--- src/rtl/button_event_decoder.sv ---
// button_event_decoder: turns a debounced button level into short/double/long/repeat event pulses
// Ports: clk, rst (sync, active-high); btn_level (1 = pressed), enable (0 forces IDLE);
// short_press/double_press/long_press/repeat_pulse are one-cycle pulses; long_held and busy are levels.
module button_event_decoder #(
  parameter int LONG_PRESS_CYCLES = 1000,
  parameter int DOUBLE_GAP_CYCLES = 300,
  parameter int REPEAT_CYCLES     = 200,
  parameter int CNT_W             = 16
) (
  input  logic clk,
  input  logic rst,
  input  logic btn_level,
  input  logic enable,
  output logic short_press,
  output logic double_press,
  output logic long_press,
  output logic repeat_pulse,
  output logic long_held,
  output logic busy
);
  typedef enum logic [2:0] {IDLE, PRESS1, WAIT2, PRESS2, LONG} state_e;
  // thresholds minus one: a hit on cnt_q means the current edge is the N-th sample
  localparam logic [CNT_W-1:0] LP_LAST  = CNT_W'(LONG_PRESS_CYCLES - 1);
  localparam logic [CNT_W-1:0] GAP_LAST = CNT_W'(DOUBLE_GAP_CYCLES - 1);
  localparam logic [CNT_W-1:0] REP_LAST = CNT_W'(REPEAT_CYCLES - 1);
  localparam logic [CNT_W-1:0] ONE      = CNT_W'(1);
  state_e state_q, state_d;
  logic [CNT_W-1:0] cnt_q, cnt_d, cnt_inc;
  logic short_q, short_d, double_q, double_d, long_q, long_d, rep_q, rep_d, held_q, busy_q;
  assign short_press  = short_q;
  assign double_press = double_q;
  assign long_press   = long_q;
  assign repeat_pulse = rep_q;
  assign long_held    = held_q;
  assign busy         = busy_q;
  always_comb begin
    cnt_inc  = &cnt_q ? cnt_q : cnt_q + ONE;
    state_d  = state_q;
    cnt_d    = cnt_q;
    short_d  = 1'b0;
    double_d = 1'b0;
    long_d   = 1'b0;
    rep_d    = 1'b0;
    if (!enable) begin
      state_d = IDLE;
      cnt_d   = '0;
    end else begin
      case (state_q)
        IDLE: begin
          state_d = btn_level ? PRESS1 : IDLE;
          cnt_d   = btn_level ? ONE : '0;
        end
        PRESS1, PRESS2: begin
          if (!btn_level) begin
            state_d  = state_q == PRESS1 ? WAIT2 : IDLE;
            cnt_d    = state_q == PRESS1 ? ONE : '0;
            double_d = state_q == PRESS2;
          end else if (cnt_q == LP_LAST) begin
            state_d = LONG;
            cnt_d   = '0;
            long_d  = 1'b1;
          end else begin
            cnt_d = cnt_inc;
          end
        end
        WAIT2: begin
          if (btn_level) begin
            state_d = PRESS2;
            cnt_d   = ONE;
          end else if (cnt_q == GAP_LAST) begin
            state_d = IDLE;
            cnt_d   = '0;
            short_d = 1'b1;
          end else begin
            cnt_d = cnt_inc;
          end
        end
        LONG: begin
          state_d = btn_level ? LONG : IDLE;
          rep_d   = btn_level && cnt_q == REP_LAST;
          cnt_d   = (!btn_level || cnt_q == REP_LAST) ? '0 : cnt_inc;
        end
        default: begin
          state_d = IDLE;
          cnt_d   = '0;
        end
      endcase
    end
  end
  always_ff @(posedge clk) begin
    if (rst) begin
      state_q  <= IDLE;
      cnt_q    <= '0;
      short_q  <= 1'b0;
      double_q <= 1'b0;
      long_q   <= 1'b0;
      rep_q    <= 1'b0;
      held_q   <= 1'b0;
      busy_q   <= 1'b0;
    end else begin
      state_q  <= state_d;
      cnt_q    <= cnt_d;
      short_q  <= short_d;
      double_q <= double_d;
      long_q   <= long_d;
      rep_q    <= rep_d;
      held_q   <= state_d == LONG;
      busy_q   <= state_d != IDLE;
    end
  end
endmodule

--- config.mk ---
export PLATFORM = sky130hd
export DESIGN_NAME = button_event_decoder
export DESIGN_NICKNAME = d
export VERILOG_FILES = /design/src/rtl/button_event_decoder.sv
export SDC_FILE = /design/constraint.sdc
export NUM_CORES = 1
export LEC_CHECK = 0
export CORE_MARGIN = 1.5
export CORE_UTILIZATION = 47
export DETAILED_ROUTE_END_ITERATION = 10
export PLACE_DENSITY = 0.73
export SLEW_MARGIN = 30
export SYNTH_ARGS = -nofsm -noshare
export SYNTH_HDL_FRONTEND = slang
export SYNTH_SLANG_ARGS = --single-unit
--- constraint.sdc ---
create_clock -name clk -period 3.75 [get_ports clk]
set_input_delay 0.9375 -clock clk [delete_from_list [all_inputs] [get_ports clk]]
set_output_delay 0.9375 -clock clk [all_outputs]
set_load 0.02 [all_outputs]
==> impl_results.md <==
- Status: complete, no violations
- Critical Path AT: 3.00 ns
- Root buffer cell: clkbuf_4
- Setup crit end kind: register
- Syn Inst Count: about 150
- Worst Hold Launch: cnt_q[1]$_SDFF_PP0_
- Min Tclk post-route: 2.778 ns
- Post-CTS setup repair buffer count: 0
- CP Cell Sequence: clkdlybuf4s50_1 > nor3b_1 > nand2_1 > or4b_1 > o311a_1 > a311oi_1
- Placed Cells incl. Taps: 184
- Number of diodes: 0
- IR drop worst, VDD: approximately 0.00021 V
- Hold Path Stages: 2
- TritonCTS Buffers: 3
- Fraction of registers with async set/reset: 0
- Final Hold Viols: 0
- RSZ-0062 raised after global routing: false
- Area growth syn-to-layout: 10.15%
- Avg WL per Cell: 12.87 um
- TNS Setup: 0 ns
- Power Dens Cells: approximately 290 nW/um^2
- PortBufs: 9
- Peak Freq: ~360 MHz
- Worst-Margin Slew: a little under 0.6 ns
- Largest net degree at the start of global routing: 16
- Delay-heaviest family, CP: simple AND/OR/NAND/NOR gates
- WP data required: ~4.0 ns
- Worst R2R Start: cnt_q[0]$_SDFF_PP0_
- Pwr Total: just over 0.4 mW
- R2R depth: 6
- Initial core utilization: 0.5084
- Filler cells: approximately 250
- CTS tree: done
- Initial antenna violation count: 0
- Post-route cell area: roughly 1400 sq um
- CTS Hold Bufs: 0
- Num ports: 10
- GRT Util Overall: 0.1690
- Htree depth: 1
- Flop-to-flop setup slack: 1.63 ns
- Core area: around 2500 sq um
- Cell variety after synth: 43
- Setup CP Type: in -> reg
- Final Net Count: between 150 and 200
- Clock transition at the registers of the reported paths: between 0.1 and 0.15 ns
- Via count: about 1,100
- Vias in the first global route: just under 1,000
- Reg2reg end: cnt_q[0]$_SDFF_PP0_
- Total Wirelength: around 2400 um
- Worst hold slack: around 0.55 ns
- Die Area: 3051 sq um
- Syn_nets: roughly 150
- Period Utilization, post-route: 0.7407
- PostCTS Resize Cnt: 0
- Worst path bufs/invs: 1
- Final setup fails: 0
- EDFF count, synth: 0
- DP HPWL: between 1500 and 2000 um
- Post-Layout Cell Count: 188
- Synth area leader: dfxtp_1
- Top_reg_cell synth: dfxtp_1
- GP Congestion: 0.8993
- Worst Skew: around 0.0064 ns
- Remaining DRCs: 0
- Mapped Avg Cell Area: roughly 8.7 sq um
- Sequential cell area fraction in the yosys report: 0.3902
- Vias per cell: 5.835
- CP max-delay cell: clkdlybuf4s50_1
- Chip Height: ~55 um
- Max stage delay on crit path: 0.49 ns
- Sink Count: 25
- Worst Hold End: cnt_q[1]$_SDFF_PP0_
- Row Count: 18
- Die X: roughly 55 um
- CP Launch Type: primary input
- Clk buf depth: 2
- Share of cells above drive strength 1: 0.07595
- Synth area leaders: dfxtp_1 (39%), nor2_1 (7.6%), xnor2_1 (6.1%)
- Clk_lat worst skew: 0.31 ns
- MaxCap Viol Count: 0
- Placed inst area: between 1000 and 1500 sq um
- Mapped Area: about 1300 sq um
- Antenna-violating nets left: 0
- Leakage power: ~0.47 nW
- Drt first pass iters: 4
- Max Slew Vio Count: 0
- Warnings from Yosys: 0
- Post-synth top area share: 0.3902
- First-pass GRT wire length: 4340 um
- DR iter-0 viols: 31
- #FFs+latches synth: 25
- GRT overflow: 0
- HP Class: reg -> reg
- Rel. slew slack: 0.6017
- CP max FO: 15
[metrics by stage]
stage / util / worst slack [ns]
after floorplan: - / 1.444
after global placement: 0.5496 / 0.7575
after detailed placement: 0.5496 / 0.6847
after CTS: 0.5600 / 1.013
after global routing: 0.5600 / 0.8126
final: 0.5600 / 0.9723
[tightest hold or removal path, delay by kind of cell, from the launching register on]
family	cells	cell delay, ns
flops	1	0.37
mux	1	0.08
simple gates	1	0.08
[synth_stat cells (2+ instances only)]
| master | instances |
|---|---|
| a21boi_0 | 2 |
| and2b_2 | 2 |
| and3_1 | 3 |
| and3b_2 | 2 |
| and4_1 | 2 |
| dfxtp_1 | 25 |
| inv_1 | 2 |
| mux2i_1 | 2 |
| nand2_1 | 13 |
| nand3_1 | 6 |
| nand4_1 | 6 |
| nor2_1 | 26 |
| nor3_1 | 13 |
| nor3b_1 | 3 |
| nor4_1 | 4 |
| o21ai_0 | 2 |
| xnor2_1 | 9 |
[flip-flops by register name, summed over array words and instances, names as in the netlist]
signal,cells
busy,1
cnt_q,16
double_press,1
long_held,1
long_press,1
repeat_pulse,1
short_press,1
state_q,3
[worst max path at each step]
stage          slack [ns]                    to  cells past startpoint    from
2_1_floorplan        1.44   cnt_q[1]$_SDFF_PP0_                      6     rst
3_3_place_gp         0.76  cnt_q[15]$_SDFF_PP0_                      6  enable
3_5_place_dp         0.68  cnt_q[15]$_SDFF_PP0_                      6  enable
4_1_cts              1.01  cnt_q[15]$_SDFF_PP0_                      6  enable
5_1_grt              0.81  cnt_q[15]$_SDFF_PP0_                      6  enable
6_report             0.97  cnt_q[15]$_SDFF_PP0_                      6  enable
[metal layers]
layer	vias up	GRT usage	part of all wire
met4	0	0.03484	0.0041
li1	568	-	-
met3	2	0.03044	0.033
met5	-	0	0
met1	508	0.2434	0.51
met2	19	0.2653	0.45
[power by group]
part | switching, mW | leakage [nW] | internal, mW
registers | 0.00155 | 0.202 | 0.267
clock network | 0.0764 | 0.0150 | 0.0415
logic | 0.00922 | 0.252 | 0.00904
[cell type report]
| type | instances | area [sq um] | area share |
|---|---|---|---|
| clock buffer | 4 | 26.28 | 0.01860 |
| tap | 30 | 37.54 | 0.02657 |
| sequential | 25 | 500.5 | 0.3543 |
| timing repair buffer | 9 | 90.09 | 0.06377 |
| inverter | 2 | 7.507 | 0.005314 |
| multi-input combinational | 118 | 750.7 | 0.5314 |
[cell families after synthesis]
group	synth area share
compound gates	0.07903
simple gates	0.4195
buf+inv	0.02439
flops	0.3902
mux	0.01561
fa+ha+maj	0.009755
xor+xnor	0.06147
[cell usage in the layout, fill, tap and decap left out, types with 2 or more instances in the layout]
cell type	netlist	routed
nor3b_1	3	3
inv_1	2	2
nor2_1	26	26
clkdlybuf4s50_1	0	9
mux2i_1	2	2
clkbuf_4	0	3
and3b_2	2	2
and2b_2	2	2
nor4_1	4	4
dfxtp_1	25	25
nand3_1	6	6
and4_1	2	2
nor3_1	13	13
o21ai_0	2	2
and3_1	3	3
nand4_1	6	6
a21boi_0	2	2
nand2_1	13	13
xnor2_1	9	9
Power figures use the tool's default switching activity.
==> patch 1, RTL diff (same flow settings) <==
Put one more register stage on the output `long_press`, without a reset. The value now appears one clock later. The other outputs are not delayed to match. Comments in the files are not updated.
--- a/src/rtl/button_event_decoder.sv
+++ b/src/rtl/button_event_decoder.sv
@@ -29,7 +29,9 @@
   logic short_q, short_d, double_q, double_d, long_q, long_d, rep_q, rep_d, held_q, busy_q;
   assign short_press  = short_q;
   assign double_press = double_q;
-  assign long_press   = long_q;
+  always_ff @(posedge clk) begin
+    long_press <= long_q;
+  end
   assign repeat_pulse = rep_q;
   assign long_held    = held_q;
   assign busy         = busy_q;
Check against the original RTL: same outputs for any inputs over 10 cycles, from zero or initial values and one cycle with rst high; that may be too few to reach the edited logic, so the function may still have changed.
==> patch 1 against the original RTL <==
- clock power increased by 65%
- fmax increased by 2.2%
- cell area increased by 3.3%
- count of clock-buffer cells in the layout decreased by 1
- worst setup slack improved by 0.061 ns
- global-route usage increased by 1.2 points
- non-clock buffer count unchanged
- sequential cell count increased by 1
- via count increased by 2.2%
- area after synthesis increased by 1.6%
- wire length increased by 7.0%
- total power increased by 22%
- critical endpoint unchanged
==> patch 1: results (changes against the original RTL) <==
stage,metric,value,unit,change
detailed_routing,drtIter0Drc,27,,-13%
global_routing,use_met2,32.7,%,+6.1 points
setup_path,crit_arrival,2.97,ns,-0.03 ns
layout,finalNonFillerCells,189,,+0.53%
global_routing,met1_usage,20.8,%,-3.5 points
global_routing,met3_usage,5.12,%,+2.1 points
clock_network,clock_path_buffers,2,,unchanged
setup_path,rrSetupSlack,1.61,ns,-0.02 ns
timing,hold_viol_final,0,,unchanged
yosys,ys_top_cells_by_area,"dfxtp_1 (40%), nor2_1 (7.5%), xnor2_1 (6.1%), nor3_1 (5.0%), nand2_1 (3.7%)",,
detailed_routing,via_per_inst,5.93,,+1.6%
timing,relSlewSlack,62.9,%,+2.7 points
timing,finalClockSkew,0.0132,ns,+0.00675 ns
timing,hold_ws,0.358,ns,-0.191 ns
layout,buffer_area_share,6.17,%,-0.20 points
pwr,clock_power,0.195,mW,+65%
layout,top_regs,"cnt_q (16), state_q (3)",,
pwr,ir_drop,0.000266,V,+24%
yosys,avgSynthCellArea,8.74,µm²,+0.88%
pwr,p_leak,0.490,nW,+4.5%
pwr,pg_seq,0.280,mW,+4%
global_routing,antenna_found_initial,0,,unchanged
clock_network,h-tree-depth,1,,unchanged
placement,portBuffers,9,,unchanged
layout,regArea,520,µm²,+4.0%
layout,multi_input_area_share,51.5,%,-1.7 points
global_routing,grt_pass1_wl,4.54,mm,+4.6%
pwr,internal_power,0.395,mW,+24%
clock_network,post_cts_buffers,0,,unchanged
yosys,ys_ff_latch,26,,+4.0%
status,status,completed,,
clock_network,path_clk_slew,0.15,ns,+0.02 ns
layout,drive_gt1_share,8.18,%,+0.58 points
layout,multi_input_area,751,µm²,unchanged
yosys,synth-seq-area-share,40.0,%,+0.94 points
placement,dp_hpwl,1.90,mm,+6.0%
clock_network,cts_resized,0,,unchanged
setup_path,endpoint,cnt_q[15],,
worst_hold_path,min_path_cells,0,,-2
yosys,syn_inst,149,,+0.68%
global_routing,track_usage,18.1,%,+1.2 points
detailed_routing,totalWireLength,2.59,mm,+7.0%
placement,place_congestion,0.805,,-10%
global_routing,grt_max_degree,16,,unchanged
setup_path,timing.rr.end,cnt_q[2],,
worst_hold_path,hold_end,long_press,,
global_routing,first_global_vias,1054,,+7.4%
layout,num-fill-cells,250,,+0.40%
placement,dpl_cell_area,1410,µm²,+1.4%
yosys,synth_common_cells,"dfxtp_1 (26), nor2_1 (26), nand2_1 (13), nor3_1 (13), xnor2_1 (9)",,
pwr,power_density,338,nW/µm²,+18%
layout,layout.nets,165,,+0.61%
layout,clkCellAreaFrac,3.60,%,+1.7 points
timing,timing.fmax,368,MHz,+2.2%
placement,place_ws,0.637,ns,-0.0478 ns
clock_network,worstSkewPairLatency,0.33,ns,+0.02 ns
worst_hold_path,holdCritStartpoint,long_q,,
patch 1: cell types whose count changed in the layout (fill, tap and decap cells not counted), sizes merged:
cell    unedited run  this run
clkbuf             4         3
bufinv             0         1
dfxtp             25        26
patch 1: cell families after synthesis:
logic type	synth area share (%)
AOI/OAI and AO/OA	7.78
xor gates and xnor gates	6.05
adders and majority gates	0.960
buffers and inverters	2.40
DFF	40.0
muxes	1.54
and+or+nand+nor	41.3
patch 1: worst max-delay path, cell delays in order:
cell and delay (ns):
clkdlybuf4s50_1 0.48, nor3b_1 0.32, nand2_1 0.16, or4b_1 0.49, o311a_1 0.32, a311oi_1 0.27
patch 1: metal layers:
| layer | share of wire, % | wire length [µm] |
|---|---|---|
| met4 | 0.97 | 25 |
| met2 | 51 | 1310 |
| met3 | 3.6 | 94 |
| met1 | 45 | 1160 |
| met5 | 0 | 0 |
==> patch 2, RTL diff (same flow settings) <==
Made on the original files. The parameter `CNT_W` goes from 16 to 18.
--- a/src/rtl/button_event_decoder.sv
+++ b/src/rtl/button_event_decoder.sv
@@ -5,7 +5,7 @@
   parameter int LONG_PRESS_CYCLES = 1000,
   parameter int DOUBLE_GAP_CYCLES = 300,
   parameter int REPEAT_CYCLES     = 200,
-  parameter int CNT_W             = 16
+  parameter int CNT_W             = 18
 ) (
   input  logic clk,
   input  logic rst,
Check against the original RTL: same outputs for any inputs over 10 cycles, from zero or initial values and one cycle with rst high; that may be too few to reach the edited logic, so the function may still have changed.
==> patch 2 against the original RTL <==
- wire length up 7.3%
- worst setup slack better by 0.14 ns
- total power is 6.4% higher
- highest routed layer unchanged
- critical endpoint is now cnt_q[4]
- sequential share of layout area increased by 1.1 points
- fmax grew 5.2%
- area after synthesis rose by 5.9%
- sequential cell count rose by 2
- via count increased by 5.7%
- worst hold slack worse by 0.052 ns
- die area grew 5.5%
- cell area grew 4.6%
- clock power is 3% higher
- critical path depth unchanged
==> patch 2: results (changes against the original RTL) <==
stage,metric,value,unit,change
status,status,completed,,
yosys,syn-num-nets,163,,+6.5%
setup_path,cp_max_fo,17,,+2
pwr,ir_drop,0.000188,V,-12%
setup_path,crit_arrival,2.83,ns,-0.17 ns
global_routing,grt_max_degree,18,,+2
global_routing,first_global_vias,1016,,+3.6%
yosys,ys_top_cells_by_area,"dfxtp_1 (40%), nor2_1 (7.2%), xor2_1 (3.9%), nand3_1 (3.7%), nor3_1 (3.7%)",,
yosys,ys_types,40,,-7.0%
yosys,yosys.area_share.adder,0.922,%,-0.054 points
yosys,synth_mux_area_share,1.47,%,-0.086 points
global_routing,grt_pass1_wl,4.42,mm,+1.8%
detailed_routing,wl_per_cell,13.1,µm,+1.9%
yosys,synth-xor-area-share,7.10,%,+0.95 points
detailed_routing,drtIter0Drc,43,,+39%
yosys,synth-seq-area-share,39.8,%,+0.79 points
detailed_routing,vias,1160,,+5.7%
placement,dp_hpwl,1.91,mm,+6.6%
yosys,synth_compound_gate_area_share,10.3,%,+2.4 points
timing,finalClockSkew,0.00787,ns,+0.00142 ns
placement,place_congestion,0.867,,-3.6%
timing,relSlewSlack,52.6,%,-7.6 points
global_routing,track_usage,17.3,%,+0.38 points
placement,place_ws,0.791,ns,+0.106 ns
pwr,p_leak,0.460,nW,-2.0%
yosys,synth_common_cells,"dfxtp_1 (27), nor2_1 (26), nand2_1 (11)",,
-- patch 2: changes by cell type after synthesis, sizes merged, moves of 3 or more --
cell	delta
and4	-3
a21oi	+7
and3b	-3
xnor2	-4
nand3	+4
and3	+3
nand2b	+4
nor3	-3
xor2	+6
or4	+3
-- patch 2: final timing paths --
check / slack (ns) / from / to / cells past startpoint
max reg2reg: 1.34 / cnt_q[10] / cnt_q[4] / 5
max: 1.11 / btn_level / cnt_q[4] / 6
min: 0.50 / cnt_q[1] / cnt_q[1] / 2
min reg2reg: 0.50 / cnt_q[1] / cnt_q[1] / 2
-- patch 2: cells by family after synthesis --
group / count (synthesis)
multiplexers: 2
buffers and inverters: 4
adder cells (fa/ha/maj): 1
AND/OR/NAND/NOR: 94
AO/OA/AOI/OAI: 19
flip-flops: 27
XOR/XNOR: 11
-- patch 2: metrics by stage --
step | utilization (%) | cells | area [µm²] | hold slack (ns) | power, mW
after global routing | 53.6 | 198 | 1480 | 0.517 | 0.450
final | 53.6 | 198 | 1480 | 0.497 | 0.431
after detailed placement | 52.6 | 194 | 1450 | 0.480 | 0.315
after CTS | 53.6 | 198 | 1480 | 0.498 | 0.437
after floorplan | - | 158 | 1360 | 0.462 | 0.309
after global placement | 52.6 | 194 | 1450 | 0.474 | 0.315
-- patch 2: metal layers --
layer,wire (µm),track usage (%),vias to the layer above
li1,-,-,590
met1,1300,22.8,551
met2,1210,28.1,17
met3,64,2.07,2
met4,18,7.97,0
met5,0,0,-
-- patch 2: area by class of cell --
| cell class | instances | area, µm² |
|---|---|---|
| timing repair buffer | 9 | 90.1 |
| multi-input combinational | 127 | 782 |
| fill | 277 | 1280 |
| tap | 31 | 38.8 |
| clock buffer | 4 | 26.3 |
| sequential | 27 | 541 |
-- patch 2: report_power, final --
group / switching, mW / internal [mW] / total [mW] / leakage, nW
logic: 0.00914 / 0.00937 / 0.0185 / 0.227
registers: 0.00201 / 0.289 / 0.291 / 0.218
clock network: 0.0804 / 0.0416 / 0.122 / 0.0150
total: 0.0915 / 0.340 / 0.431 / 0.460
-- patch 2: critical path, stage by stage --
cell	delay (ns)
clkdlybuf4s50_1	0.58
nor2b_1	0.23
nand3b_1	0.19
a21oi_2	0.08
o31ai_4	0.67
nor3_1	0.14
